$ cat config.mk
export PLATFORM = sky130hd
export DESIGN_NAME = alu_writeback_stage
export DESIGN_NICKNAME = d
export VERILOG_FILES = /design/src/rtl/alu_pkg.sv /design/src/rtl/wb_fifo.sv /design/src/rtl/alu_writeback_stage.sv
export SDC_FILE = /design/constraint.sdc
export NUM_CORES = 1
export LEC_CHECK = 0
export BUFFER_PORTS_ARGS = -buffer_cell sky130_fd_sc_hd__buf_4
export CAP_MARGIN = 10
export CORE_ASPECT_RATIO = 0.75
export CORE_MARGIN = 2
export CORE_UTILIZATION = 45
export CTS_CLUSTER_DIAMETER = 200
export CTS_CLUSTER_SIZE = 40
export DETAILED_ROUTE_END_ITERATION = 12
export PLACE_DENSITY = 0.61
export SLEW_MARGIN = 40
export SYNTH_ARGS = -nofsm -noshare
export SYNTH_HDL_FRONTEND = slang
export SYNTH_SLANG_ARGS = --single-unit
$ cat constraint.sdc
create_clock -name clk -period 5.4 [get_ports clk]
set_input_delay 0.81 -clock clk [delete_from_list [all_inputs] [get_ports clk]]
set_output_delay 0.81 -clock clk [all_outputs]
set_load 0.02 [all_outputs]
$ cat src/rtl/alu_pkg.sv
// Shared types for the ALU writeback path: op codes, the two-beat op marker
// and the queued result record.
package alu_pkg;

    typedef enum logic [3:0] {
        ALU_ADD  = 4'b0000,
        ALU_SUB  = 4'b0001,
        ALU_MUL  = 4'b0010,
        ALU_AND  = 4'b0011,
        ALU_OR   = 4'b0100,
        ALU_XOR  = 4'b0101,
        ALU_SLL  = 4'b0110,
        ALU_SRL  = 4'b0111,
        ALU_SRA  = 4'b1000,
        ALU_SLT  = 4'b1001,
        ALU_SLTU = 4'b1010,
        ALU_CMP  = 4'b1011,
        ALU_EQ   = 4'b1100,
        ALU_LT   = 4'b1101,
        ALU_NE   = 4'b1110
    } alu_op_e;

    localparam logic [3:0] OP_MUL = ALU_MUL;

    // Tag field is sized for the widest supported register index; TAG_W <= MAX_TAG_W.
    localparam int MAX_TAG_W = 8;

    typedef struct packed {
        logic [63:0]          result;
        logic [3:0]           op;
        logic                 v;
        logic                 c;
        logic [MAX_TAG_W-1:0] tag;
    } wb_entry_t;

endpackage

$ cat src/rtl/wb_fifo.sv
// Small synchronous queue of ALU results; head entry is visible combinationally
// so the consumer can load it in the same cycle it pops.
module wb_fifo
    import alu_pkg::*;
#(
    parameter int DEPTH = 2
) (
    input  logic                     clk,
    input  logic                     rst_n,
    input  logic                     push_i,
    input  wb_entry_t                push_data_i,
    input  logic                     pop_i,
    output wb_entry_t                head_o,
    output logic                     full_o,
    output logic                     empty_o,
    output logic [$clog2(DEPTH):0]   count_o
);

    localparam int PTR_W = $clog2(DEPTH);
    localparam int CNT_W = PTR_W + 1;

    wb_entry_t        mem_q [DEPTH];
    logic [PTR_W-1:0] wr_ptr_q;
    logic [PTR_W-1:0] rd_ptr_q;
    logic [CNT_W-1:0] count_q;
    logic             do_push;
    logic             do_pop;

    assign full_o  = (count_q == CNT_W'(DEPTH));
    assign empty_o = (count_q == '0);
    assign count_o = count_q;
    assign head_o  = mem_q[rd_ptr_q];

    assign do_push = push_i & ~full_o;
    assign do_pop  = pop_i & ~empty_o;

    always_ff @(posedge clk) begin
        if (do_push) begin
            mem_q[wr_ptr_q] <= push_data_i;
        end
    end

    // Pointers wrap naturally because DEPTH is a power of two.
    always_ff @(posedge clk or negedge rst_n) begin
        if (!rst_n) begin
            wr_ptr_q <= '0;
            rd_ptr_q <= '0;
            count_q  <= '0;
        end else begin
            if (do_push) begin
                wr_ptr_q <= wr_ptr_q + PTR_W'(1);
            end
            if (do_pop) begin
                rd_ptr_q <= rd_ptr_q + PTR_W'(1);
            end
            case ({do_push, do_pop})
                2'b10:   count_q <= count_q + CNT_W'(1);
                2'b01:   count_q <= count_q - CNT_W'(1);
                default: count_q <= count_q;
            endcase
        end
    end

endmodule

$ cat src/rtl/alu_writeback_stage.sv
// Queues ALU results and serialises each into 32-bit register-file write beats
// (two for multiply), updating the architectural V/C/Z/N flags on the last beat.
module alu_writeback_stage
    import alu_pkg::*;
#(
    parameter int DEPTH = 2,
    parameter int TAG_W = 5
) (
    input  logic             clk,
    input  logic             rst_n,
    input  logic             in_valid,
    output logic             in_ready,
    input  logic [63:0]      in_result,
    input  logic [3:0]       in_op,
    input  logic             in_v,
    input  logic             in_c,
    input  logic [TAG_W-1:0] in_tag,
    output logic             wb_valid,
    input  logic             wb_ready,
    output logic [31:0]      wb_data,
    output logic [TAG_W-1:0] wb_tag,
    output logic             wb_hi,
    output logic             wb_last,
    output logic             flag_v,
    output logic             flag_c,
    output logic             flag_z,
    output logic             flag_n,
    output logic             busy
);

    // Handshakes: a transfer happens on a rising edge where valid and ready are
    // both high; a valid source holds its payload stable until that edge.
    typedef enum logic [1:0] {
        ST_IDLE = 2'b00,
        ST_LO   = 2'b01,
        ST_HI   = 2'b10
    } state_e;

    state_e                state_q;
    wb_entry_t             push_entry;
    wb_entry_t             head;
    logic                  fifo_full;
    logic                  fifo_empty;
    logic [$clog2(DEPTH):0] fifo_count;
    logic                  unused_head_tag;

    logic [63:0]           res_q;
    logic                  mul_q;
    logic                  v_q;
    logic                  c_q;
    logic [TAG_W-1:0]      tag_q;

    logic                  wb_valid_q;
    logic [31:0]           wb_data_q;
    logic [TAG_W-1:0]      wb_tag_q;
    logic                  wb_hi_q;
    logic                  wb_last_q;
    logic                  flag_v_q;
    logic                  flag_c_q;
    logic                  flag_z_q;
    logic                  flag_n_q;

    logic                  beat_done;
    logic                  advance;
    logic                  pop;
    logic                  flag_upd;
    logic                  next_z;
    logic                  next_n;

    always_comb begin
        push_entry        = '0;
        push_entry.result = in_result;
        push_entry.op     = in_op;
        push_entry.v      = in_v;
        push_entry.c      = in_c;
        push_entry.tag    = MAX_TAG_W'(in_tag);
    end

    wb_fifo #(
        .DEPTH (DEPTH)
    ) u_fifo (
        .clk         (clk),
        .rst_n       (rst_n),
        .push_i      (in_valid),
        .push_data_i (push_entry),
        .pop_i       (pop),
        .head_o      (head),
        .full_o      (fifo_full),
        .empty_o     (fifo_empty),
        .count_o     (fifo_count)
    );

    assign unused_head_tag = ^head.tag;

    // A multiply's low beat moves to HI without popping; every other finished
    // beat pops the next entry directly so back-to-back ops have no bubble.
    always_comb begin
        beat_done = wb_valid_q & wb_ready;
        advance   = beat_done & ~((state_q == ST_LO) & mul_q);
        pop       = ~fifo_empty & ((state_q == ST_IDLE) | advance);
        flag_upd  = beat_done & wb_last_q;
        next_z    = mul_q ? (res_q == 64'd0) : (res_q[31:0] == 32'd0);
        next_n    = mul_q ? res_q[63] : res_q[31];
    end

    always_ff @(posedge clk or negedge rst_n) begin
        if (!rst_n) begin
            state_q    <= ST_IDLE;
            res_q      <= '0;
            mul_q      <= 1'b0;
            v_q        <= 1'b0;
            c_q        <= 1'b0;
            tag_q      <= '0;
            wb_valid_q <= 1'b0;
            wb_data_q  <= '0;
            wb_tag_q   <= '0;
            wb_hi_q    <= 1'b0;
            wb_last_q  <= 1'b0;
            flag_v_q   <= 1'b0;
            flag_c_q   <= 1'b0;
            flag_z_q   <= 1'b0;
            flag_n_q   <= 1'b0;
        end else begin
            if (flag_upd) begin
                flag_v_q <= v_q;
                flag_c_q <= c_q;
                flag_z_q <= next_z;
                flag_n_q <= next_n;
            end
            if (pop) begin
                state_q    <= ST_LO;
                res_q      <= head.result;
                mul_q      <= (head.op == OP_MUL);
                v_q        <= head.v;
                c_q        <= head.c;
                tag_q      <= head.tag[TAG_W-1:0];
                wb_valid_q <= 1'b1;
                wb_data_q  <= head.result[31:0];
                wb_tag_q   <= head.tag[TAG_W-1:0];
                wb_hi_q    <= 1'b0;
                wb_last_q  <= (head.op != OP_MUL);
            end else if (beat_done && (state_q == ST_LO) && mul_q) begin
                state_q    <= ST_HI;
                wb_data_q  <= res_q[63:32];
                wb_tag_q   <= tag_q + TAG_W'(1);
                wb_hi_q    <= 1'b1;
                wb_last_q  <= 1'b1;
            end else if (beat_done) begin
                state_q    <= ST_IDLE;
                wb_valid_q <= 1'b0;
                wb_data_q  <= '0;
                wb_tag_q   <= '0;
                wb_hi_q    <= 1'b0;
                wb_last_q  <= 1'b0;
            end
        end
    end

    assign in_ready = ~fifo_full;
    assign wb_valid = wb_valid_q;
    assign wb_data  = wb_data_q;
    assign wb_tag   = wb_tag_q;
    assign wb_hi    = wb_hi_q;
    assign wb_last  = wb_last_q;
    assign flag_v   = flag_v_q;
    assign flag_c   = flag_c_q;
    assign flag_z   = flag_z_q;
    assign flag_n   = flag_n_q;
    assign busy     = (fifo_count != '0) | (state_q != ST_IDLE);

endmodule
==> results.yml, run 1 <==
global_routing:
  grt_pass1_vias: 5740
  grt_usage: 0.1806
  grt_start_max_net_pins: 91
  gr-total-overflow: 0
  antenna_found_initial: 0
  grt_pass1_wl_um: 33110
critical_path:
  worstSetupStartpointType: "flip-flop"
  crit_buf_inv: 2
  cp-end-kind: "output pin"
  crit_family: "buffers and inverters"
  cp_cell_sequence: "nor2_4, buf_4, nand2_1, buf_4"
  crit_required_ps: 4590
  crit_path_frequent_cell: "buf_4"
  crit_type: "flip-flop to output pin"
  max_stage_delay_ps: 600
  worstPathMaxFanout: 47
  arrival_ps: 2380
  slowest_stage: "nor2_4"
cts:
  tritoncts: "yes"
  clock_path_buffers: 3
  cts_hold_buf: 0
  cts_buffers: 10
  cts_resized: 0
  clock-root-buffer: "clkbuf_16"
  postCtsSetupBuffers: 0
  clkLatencyLatePin_ps: 490
  clock_sinks: 271
  cts-htree-levels: 1
  clk_pin_slew_ps: 140
power_and_ir_drop:
  p_int_uw: 4410
  powerDensity_mw_per_mm2: 593.7
  p_switching_uw: 2519
  power.leakage_uw: 0.004833
  vdd_drop_max_mv: 0.3734
  seq_power_share: 0.500
  switching_share: 0.3635
  clkPwrFrac: 0.139
  combinationalPowerShare: 0.361
die:
  dieArea_mm2: 0.02374
  coreArea_mm2: 0.02205
  fp.dieH_um: 133.9
  die_w_um: 177.2
  rows: 47
  io_pins: 125
  start_util: 0.4593
timing:
  period_share: 0.5902
  fin_ws_ps: 2213
  slew_headroom: 0.5096
  fin_crit_ps: 3187
  grt_setup_unrepaired: "false"
  final.setup.tns_ps: 0
  max_freq_mhz: 313.7
  hold_ws_ps: 343.2
  fin_skew_ps: 22.68
  final-max-slew-violation-count: 0
  hold_viol: 0
  setup_viol: 0
  tightest_slew_ps: 733.9
place:
  dp_hpwl_um: 14330
  pre_cts_slack_ps: 2587
  gp_congestion: 0.7814
  port_buffers: 124
synth:
  synth.avg_cell_area_um2: 15.93
  synthArstFlopShare: 0.4465
  synthesis.nets: 717
  synthCells: 636
  synth.ff_latch_count: 271
  synth.distinct_cells: 36
  syn_area_mm2: 0.01013
  ys_seq_area_frac: 0.7436
  synth_warnings: 0
  synth_enable_flop_cells: 150
  ys.flop_type: "edfxtp_1"
drt:
  wire_per_inst_um: 20.29
  ant_nets: 0
  drc: 0
  drt_iter0_drc: 486
  vias: 5734
  totalWireLength_um: 21120
  vias_per_cell: 5.508
  drt_first_pass_iters: 4
layout:
  drive_gt1_frac: 0.2115
  final_nets: 824
  diodes: 0
  syn2layout_area_growth_pct: 15.22
run_status:
  status: "finished clean"
flow_run:
  drv_cap: 0
min_path:
  hold_class: "primary input to asynchronous set/reset pin"
## cells in the mapped netlist, types with 3 or more instances
master	count	area, um^2
a21o_1	37	277.8
a221o_1	36	360.4
buf_2	18	90.09
buf_6	6	67.56
clkbuf_1	14	52.55
dfrtp_1	121	3028
edfxtp_1	150	4504
inv_1	3	11.26
mux2_2	3	33.78
mux2i_1	72	720.7
nand2_1	11	41.29
nand4_1	3	18.77
nor2_1	5	18.77
nor3_1	37	185.2
nor4_1	17	106.4
o21ai_0	68	340.3
o21ai_1	6	30.03
xnor2_1	5	43.79
## power groups by stage
stage | logic (uW) | clock network (uW) | registers (uW)
global placement | 2390 | 0 | 3500
detailed placement | 2500 | 0 | 3510
finish | 2500 | 961 | 3460
CTS | 2510 | 988 | 3470
global route | 2750 | 1060 | 3540
floorplan | 1670 | 0 | 3480
## path summary, 6_finish.rpt
path	startpoint	endpoint	slack, ps	cells past startpoint
setup / recovery	u_fifo.count_o[1]	busy	2210	4
hold / removal	rst_n	res_q[61]	340	1
setup reg to reg	u_fifo.count_o[1]	u_fifo.count_o[1]	2720	7
hold reg to reg	res_q[28]	res_q[28]	500	1
max in group asynchronous	rst_n	wb_tag[1]	4120	2
min in group clk	in_result[24]	u_fifo.mem_q[0][35]	490	1
## per-layer routing
layer | global-route usage | part of all wire
met3 | 0.02749 | 0.050
met5 | 0 | 0
met4 | 0.02388 | 0.0092
met2 | 0.2760 | 0.45
met1 | 0.2821 | 0.49
## registers in the layout (all words and copies together) (netlist names), 2 cells and up
| signal | count |
|---|---|
| tag_q | 5 |
| wb_data | 32 |
| u_fifo.count_o | 2 |
| u_fifo.mem_q | 150 |
| wb_tag | 5 |
| res_q | 64 |
| state_q | 2 |
## worst reg2reg max path, cell delays in order, from the launching register on
cell	delay [ps]
dfrtp_1	460
nor2_4	600
or2_4	510
buf_12	270
inv_1	80
ha_1	330
nor2_1	180
xor2_1	180
## through the flow
| stage | power [uW] | area (um^2) | utilization | cells |
|---|---|---|---|---|
| 2_1_floorplan | 5149 | 10130 | - | 636 |
| 3_3_place_gp | 5887 | 11280 | 0.5115 | 1021 |
| 3_5_place_dp | 6017 | 11350 | 0.5146 | 1024 |
| 4_1_cts | 6966 | 11650 | 0.5282 | 1040 |
| 5_1_grt | 7349 | 11670 | 0.5292 | 1041 |
| 6_report | 6929 | 11670 | 0.5292 | 1041 |
## layout make-up
class / instances / area [um^2]
fillers: 1823 / 10380
flip-flops and latches: 271 / 7536
multi-input cells: 322 / 2382
repair buffers: 135 / 1072
well taps: 294 / 367.9
clock buffers: 15 / 290.3
clock inverters: 1 / 11.26
inverters: 3 / 11.26
## cell usage in the layout, fill, tap and decap left out, types with 11 or more instances in the layout
master and n:
nand2_1 11, a21o_1 37, a221o_1 36, clkbuf_16 11, mux2i_1 72, dfrtp_1 120, o21ai_0 68, buf_4 130
nor3_1 37, nor4_1 17, edfxtp_1 150
## cells by family (layout without fill, tap and decap cells)
group | Yosys count | after routing | synth area share
muxes | 75 | 75 | 0.07448
and+or+nand+nor | 83 | 83 | 0.04323
DFF | 271 | 271 | 0.7436
adders and majority gates | 2 | 2 | 0.002470
AOI/OAI and AO/OA | 154 | 154 | 0.1052
buffers and inverters | 43 | 154 | 0.02334
xor gates and xnor gates | 8 | 8 | 0.007659
Power figures use the tool's default switching activity.
==> run 2, diff against run 1 <==
==> constraint.sdc (replaced) <==
create_clock -name clk -period 2.99 [get_ports clk]
set_input_delay 0.4485 -clock clk [delete_from_list [all_inputs] [get_ports clk]]
set_output_delay 0.4485 -clock clk [all_outputs]
set_load 0.02 [all_outputs]
==> results.yml, run 2 (synthesis gave the netlist of run 1 again) <==
global_routing:
  grt_usage: 0.1858
  grt_pass1_wl_um: 33950
  antenna_found_initial: 0
  grt_start_max_net_pins: 76
  grt_pass1_vias: 5953
  gr-total-overflow: 0
critical_path:
  cp_cell_sequence: "nor2_4, buf_4, nand2_1, buf_4"
  slowest_stage: "nor2_4"
  max_stage_delay_ps: 470
  worstSetupStartpointType: "flip-flop"
  r2r_slack_ps: 780
  crit_type: "flip-flop to output pin"
  crit_path_frequent_cell: "buf_4"
  cp-end-kind: "output pin"
  arrival_ps: 2090
  worstPathMaxFanout: 28
  crit_required_ps: 2540
layout:
  largest_register_ffs: 150
  final_cell_mix: "edfxtp_1 (150), buf_4 (129), dfrtp_1 (120)"
  final_common_cell: "edfxtp_1"
  syn2layout_area_growth_pct: 15.37
  drive_gt1_frac: 0.2115
  fin_cells: 1041
  diodes: 0
  top_register: "u_fifo.mem_q"
  final_nets: 824
drt:
  wire_per_inst_um: 20.63
  drt_first_pass_iters: 4
  ant_nets: 0
  totalWireLength_um: 21470
  vias: 5810
  drt_iter0_drc: 372
  drc: 0
  vias_per_cell: 5.581
timing:
  final.setup.tns_ps: 0
  grt_setup_unrepaired: "false"
  final-max-slew-violation-count: 0
  fin_skew_ps: 14.07
  slew_headroom: 0.5129
  max_freq_mhz: 394.3
  tightest_slew_ps: 730.6
  period_share: 0.8482
  setup_viol: 0
  fin_crit_ps: 2536
  hold_viol: 0
cts:
  clock_path_buffers: 3
  clkLatencyLatePin_ps: 490
  clk_pin_slew_ps: 130
  clock_sinks: 271
  tritoncts: "yes"
  clock-root-buffer: "clkbuf_16"
  cts_buffers: 10
  postCtsSetupBuffers: 0
  cts-htree-levels: 1
die:
  fp.dieH_um: 133.9
  coreArea_mm2: 0.02205
  dieArea_mm2: 0.02374
  start_util: 0.4593
  io_pins: 125
  rows: 47
  die_w_um: 177.2
min_path:
  hold_class: "primary input to flip-flop"
place:
  dp_hpwl_um: 14570
  gp_congestion: 0.8248
  port_buffers: 124
  placed_cells: 1024
power_and_ir_drop:
  power.leakage_uw: 0.004839
  vdd_drop_max_mv: 0.6601
  powerDensity_mw_per_mm2: 1073
flow_run:
  drv_cap: 0
run_status:
  status: "finished clean"
run 2: cell type report:
type / count / area (um^2)
clock buffers: 15 / 290.3
clock inverters: 1 / 11.26
fillers: 1795 / 10370
inverters: 3 / 11.26
multi-input cells: 322 / 2391
flip-flops and latches: 271 / 7536
well taps: 294 / 367.9
repair buffers: 135 / 1079
run 2: power breakdown:
| group | leakage [uW] | internal, uW | total (uW) | switching [uW] |
|---|---|---|---|---|
| clock | 0.000146 | 698 | 1740 | 1040 |
| combinational | 0.00182 | 1930 | 4540 | 2610 |
| sequential | 0.00288 | 5340 | 6260 | 921 |
| total | 0.00484 | 7970 | 12500 | 4560 |
run 2: worst paths after layout:
check | startpoint | endpoint | cells after the start
worst min register to register | res_q[0] | res_q[0] | 1
worst max-delay path | u_fifo.count_o[1] | busy | 4
worst min-delay path | in_result[56] | u_fifo.mem_q[1][67] | 1
worst max register to register | u_fifo.count_o[1] | wb_data[5] | 5
min in group asynchronous | rst_n | res_q[58] | 2
max in group asynchronous | rst_n | wb_data[7] | 3
run 2: repair_timing:
item,4_1_cts,5_1_grt
endpoints found under the hold margin,31,0
resized for setup,0,0
hold buffers,1,0
run 2: critical path: cells and delay by family (launching register included):
family	cells	cell delay [ps]
flops	1	450
simple gates	2	580
buf+inv	2	570
run 2: layer usage:
metal  GRT usage  vias to the layer above  part of all wire
met2      0.2877                      192              0.46
met4     0.03535                        0             0.016
met5           0                        -                 0
met3     0.03741                       20             0.067
met1      0.2765                     2944              0.46
li1            -                     2654                 -
run 2: metrics by stage:
step | instance area, um^2 | hold slack (ps) | setup slack (ps) | utilization | total power, uW
after global routing | 11690 | 98.92 | 301.6 | 0.5299 | 13310
final | 11690 | 133.0 | 453.8 | 0.5299 | 12540
after global placement | 11370 | 418.8 | 927.8 | 0.5155 | 10730
after floorplan | 10140 | 152.9 | 44.72 | - | 9284
after CTS | 11680 | 114.5 | 415.7 | 0.5296 | 12670
after detailed placement | 11370 | 434.4 | 823.9 | 0.5155 | 10950
==> run 3, diff against run 2 <==
==> constraint.sdc (replaced) <==
create_clock -name clk -period 2.4 [get_ports clk]
set_input_delay 0.36 -clock clk [delete_from_list [all_inputs] [get_ports clk]]
set_output_delay 0.36 -clock clk [all_outputs]
set_load 0.02 [all_outputs]
==> results.yml, run 3 (synthesis gave the netlist of run 1 again) <==
drt:
  vias: 5855
  wire_per_inst_um: 20.78
  drt_first_pass_iters: 5
  drt_iter0_drc: 466
  drc: 0
  ant_nets: 0
  totalWireLength_um: 21780
  vias_per_cell: 5.587
critical_path:
  crit_type: "flip-flop to flip-flop"
  max_stage_delay_ps: 490
  slowest_stage: "dfrtp_1"
  cp_cell_sequence: "nor2b_1, o22a_2, or2_4, inv_1, ha_1, nor2_1, xor2_1"
  arrival_ps: 2330
  worstPathMaxFanout: 26
  cp-end-kind: "flip-flop"
  crit_required_ps: 2830
  crit_family: "simple AND/OR/NAND/NOR gates"
  crit_buf_inv: 1
  worstSetupStartpointType: "flip-flop"
min_path:
  hold_class: "primary input to flip-flop"
die:
  coreArea_mm2: 0.02205
  io_pins: 125
  start_util: 0.4593
  rows: 47
  dieArea_mm2: 0.02374
  fp.dieH_um: 133.9
  die_w_um: 177.2
global_routing:
  grt_pass1_wl_um: 33420
  grt_pass1_vias: 5737
  grt_start_max_net_pins: 122
  antenna_found_initial: 0
  gr-total-overflow: 0
  grt_usage: 0.1843
place:
  port_buffers: 124
  dp_hpwl_um: 14960
  gp_congestion: 0.7580
  pre_cts_slack_ps: 507.5
cts:
  clock-root-buffer: "clkbuf_16"
  clkLatencyLatePin_ps: 490
  postCtsSetupBuffers: 0
  clock_sinks: 271
  tritoncts: "yes"
  cts-htree-levels: 1
  cts_buffers: 10
  clk_pin_slew_ps: 140
  clock_path_buffers: 3
power_and_ir_drop:
  finalPower_uw: 15770
  powerDensity_mw_per_mm2: 1341
  vdd_drop_max_mv: 0.6552
  power.leakage_uw: 0.004876
layout:
  diodes: 0
  syn2layout_area_growth_pct: 16.04
  final_nets: 831
  top_register: "u_fifo.mem_q"
  largest_register_ffs: 150
  final_common_cell: "edfxtp_1"
  drive_gt1_frac: 0.2175
  n_fill_cell: 1809
  final_cell_mix: "edfxtp_1 (150), buf_4 (134), dfrtp_1 (120)"
timing:
  fin_crit_ps: 1900
  final-max-slew-violation-count: 0
  grt_setup_unrepaired: "false"
  period_share: 0.7916
  setup_viol: 0
  tightest_slew_ps: 636.6
  fin_ws_ps: 500.2
  max_freq_mhz: 526.4
  slew_headroom: 0.5756
  hold_viol: 0
  final.setup.tns_ps: 0
  fin_skew_ps: 18.50
flow_run:
  drv_cap: 0
run_status:
  status: "finished clean"
-- run 3: cell count changes in the layout (fill, tap and decap cells not counted), sizes merged --
| cell | delta |
|---|---|
| buf | +7 |
-- run 3: worst register-to-register path: stages (launching register included) --
cell	delay [ps]
dfrtp_1	490
nor2b_1	170
o22a_2	180
or2_4	290
inv_1	80
ha_1	330
nor2_1	140
xor2_1	160
-- run 3: through the flow --
stage | instances | utilization | instance area [um^2] | hold WS, ps
floorplan | 636 | - | 10140 | 64.41
global placement | 1031 | 0.5189 | 11440 | 460.9
detailed placement | 1031 | 0.5189 | 11440 | 467.8
CTS | 1048 | 0.5331 | 11760 | 28.37
global route | 1048 | 0.5331 | 11760 | 19.52
finish | 1048 | 0.5331 | 11760 | 38.30
-- run 3: layer usage --
layer | wire length [um] | up-vias | global-route usage
met5 | 0 | - | 0
met4 | 178 | 0 | 0.02158
met3 | 1468 | 10 | 0.03486
met2 | 9910 | 177 | 0.2873
met1 | 10220 | 2998 | 0.2795
li1 | - | 2670 | -
-- run 3: area by class of cell --
class	count	area, um^2	share of cell area
multi-input combinational	322	2382	0.2027
timing repair buffer	142	1156	0.09835
clock inverter	1	11.26	0.0009580
inverter	3	11.26	0.0009580
clock buffer	15	290.3	0.02469
tap	294	367.9	0.03129
sequential	271	7536	0.6411
-- run 3: worst paths after layout --
path / endpoint / cells after the start / slack (ps) / startpoint
min in group asynchronous: res_q[58] / 3 / 490 / rst_n
max in group asynchronous: u_fifo.rd_ptr_q / 3 / 1420 / rst_n
min: u_fifo.mem_q[0][10] / 1 / 40 / in_op[3]
min reg2reg: res_q[20] / 1 / 500 / res_q[20]
max reg2reg: u_fifo.count_o[1] / 7 / 500 / state_q[1]
max: u_fifo.count_o[1] / 7 / 500 / state_q[1]
-- run 3: report_power, final --
group | internal [uW] | switching (uW) | total [uW]
registers | 6660 | 1010 | 7660
logic | 2510 | 3420 | 5930
clock network | 869 | 1310 | 2180
total | 10000 | 5740 | 15800
-- run 3: timing repair --
item                                   CTS  global route
hold buffers                             1             0
endpoints found under the hold margin   97             0
resized for setup                        0             0
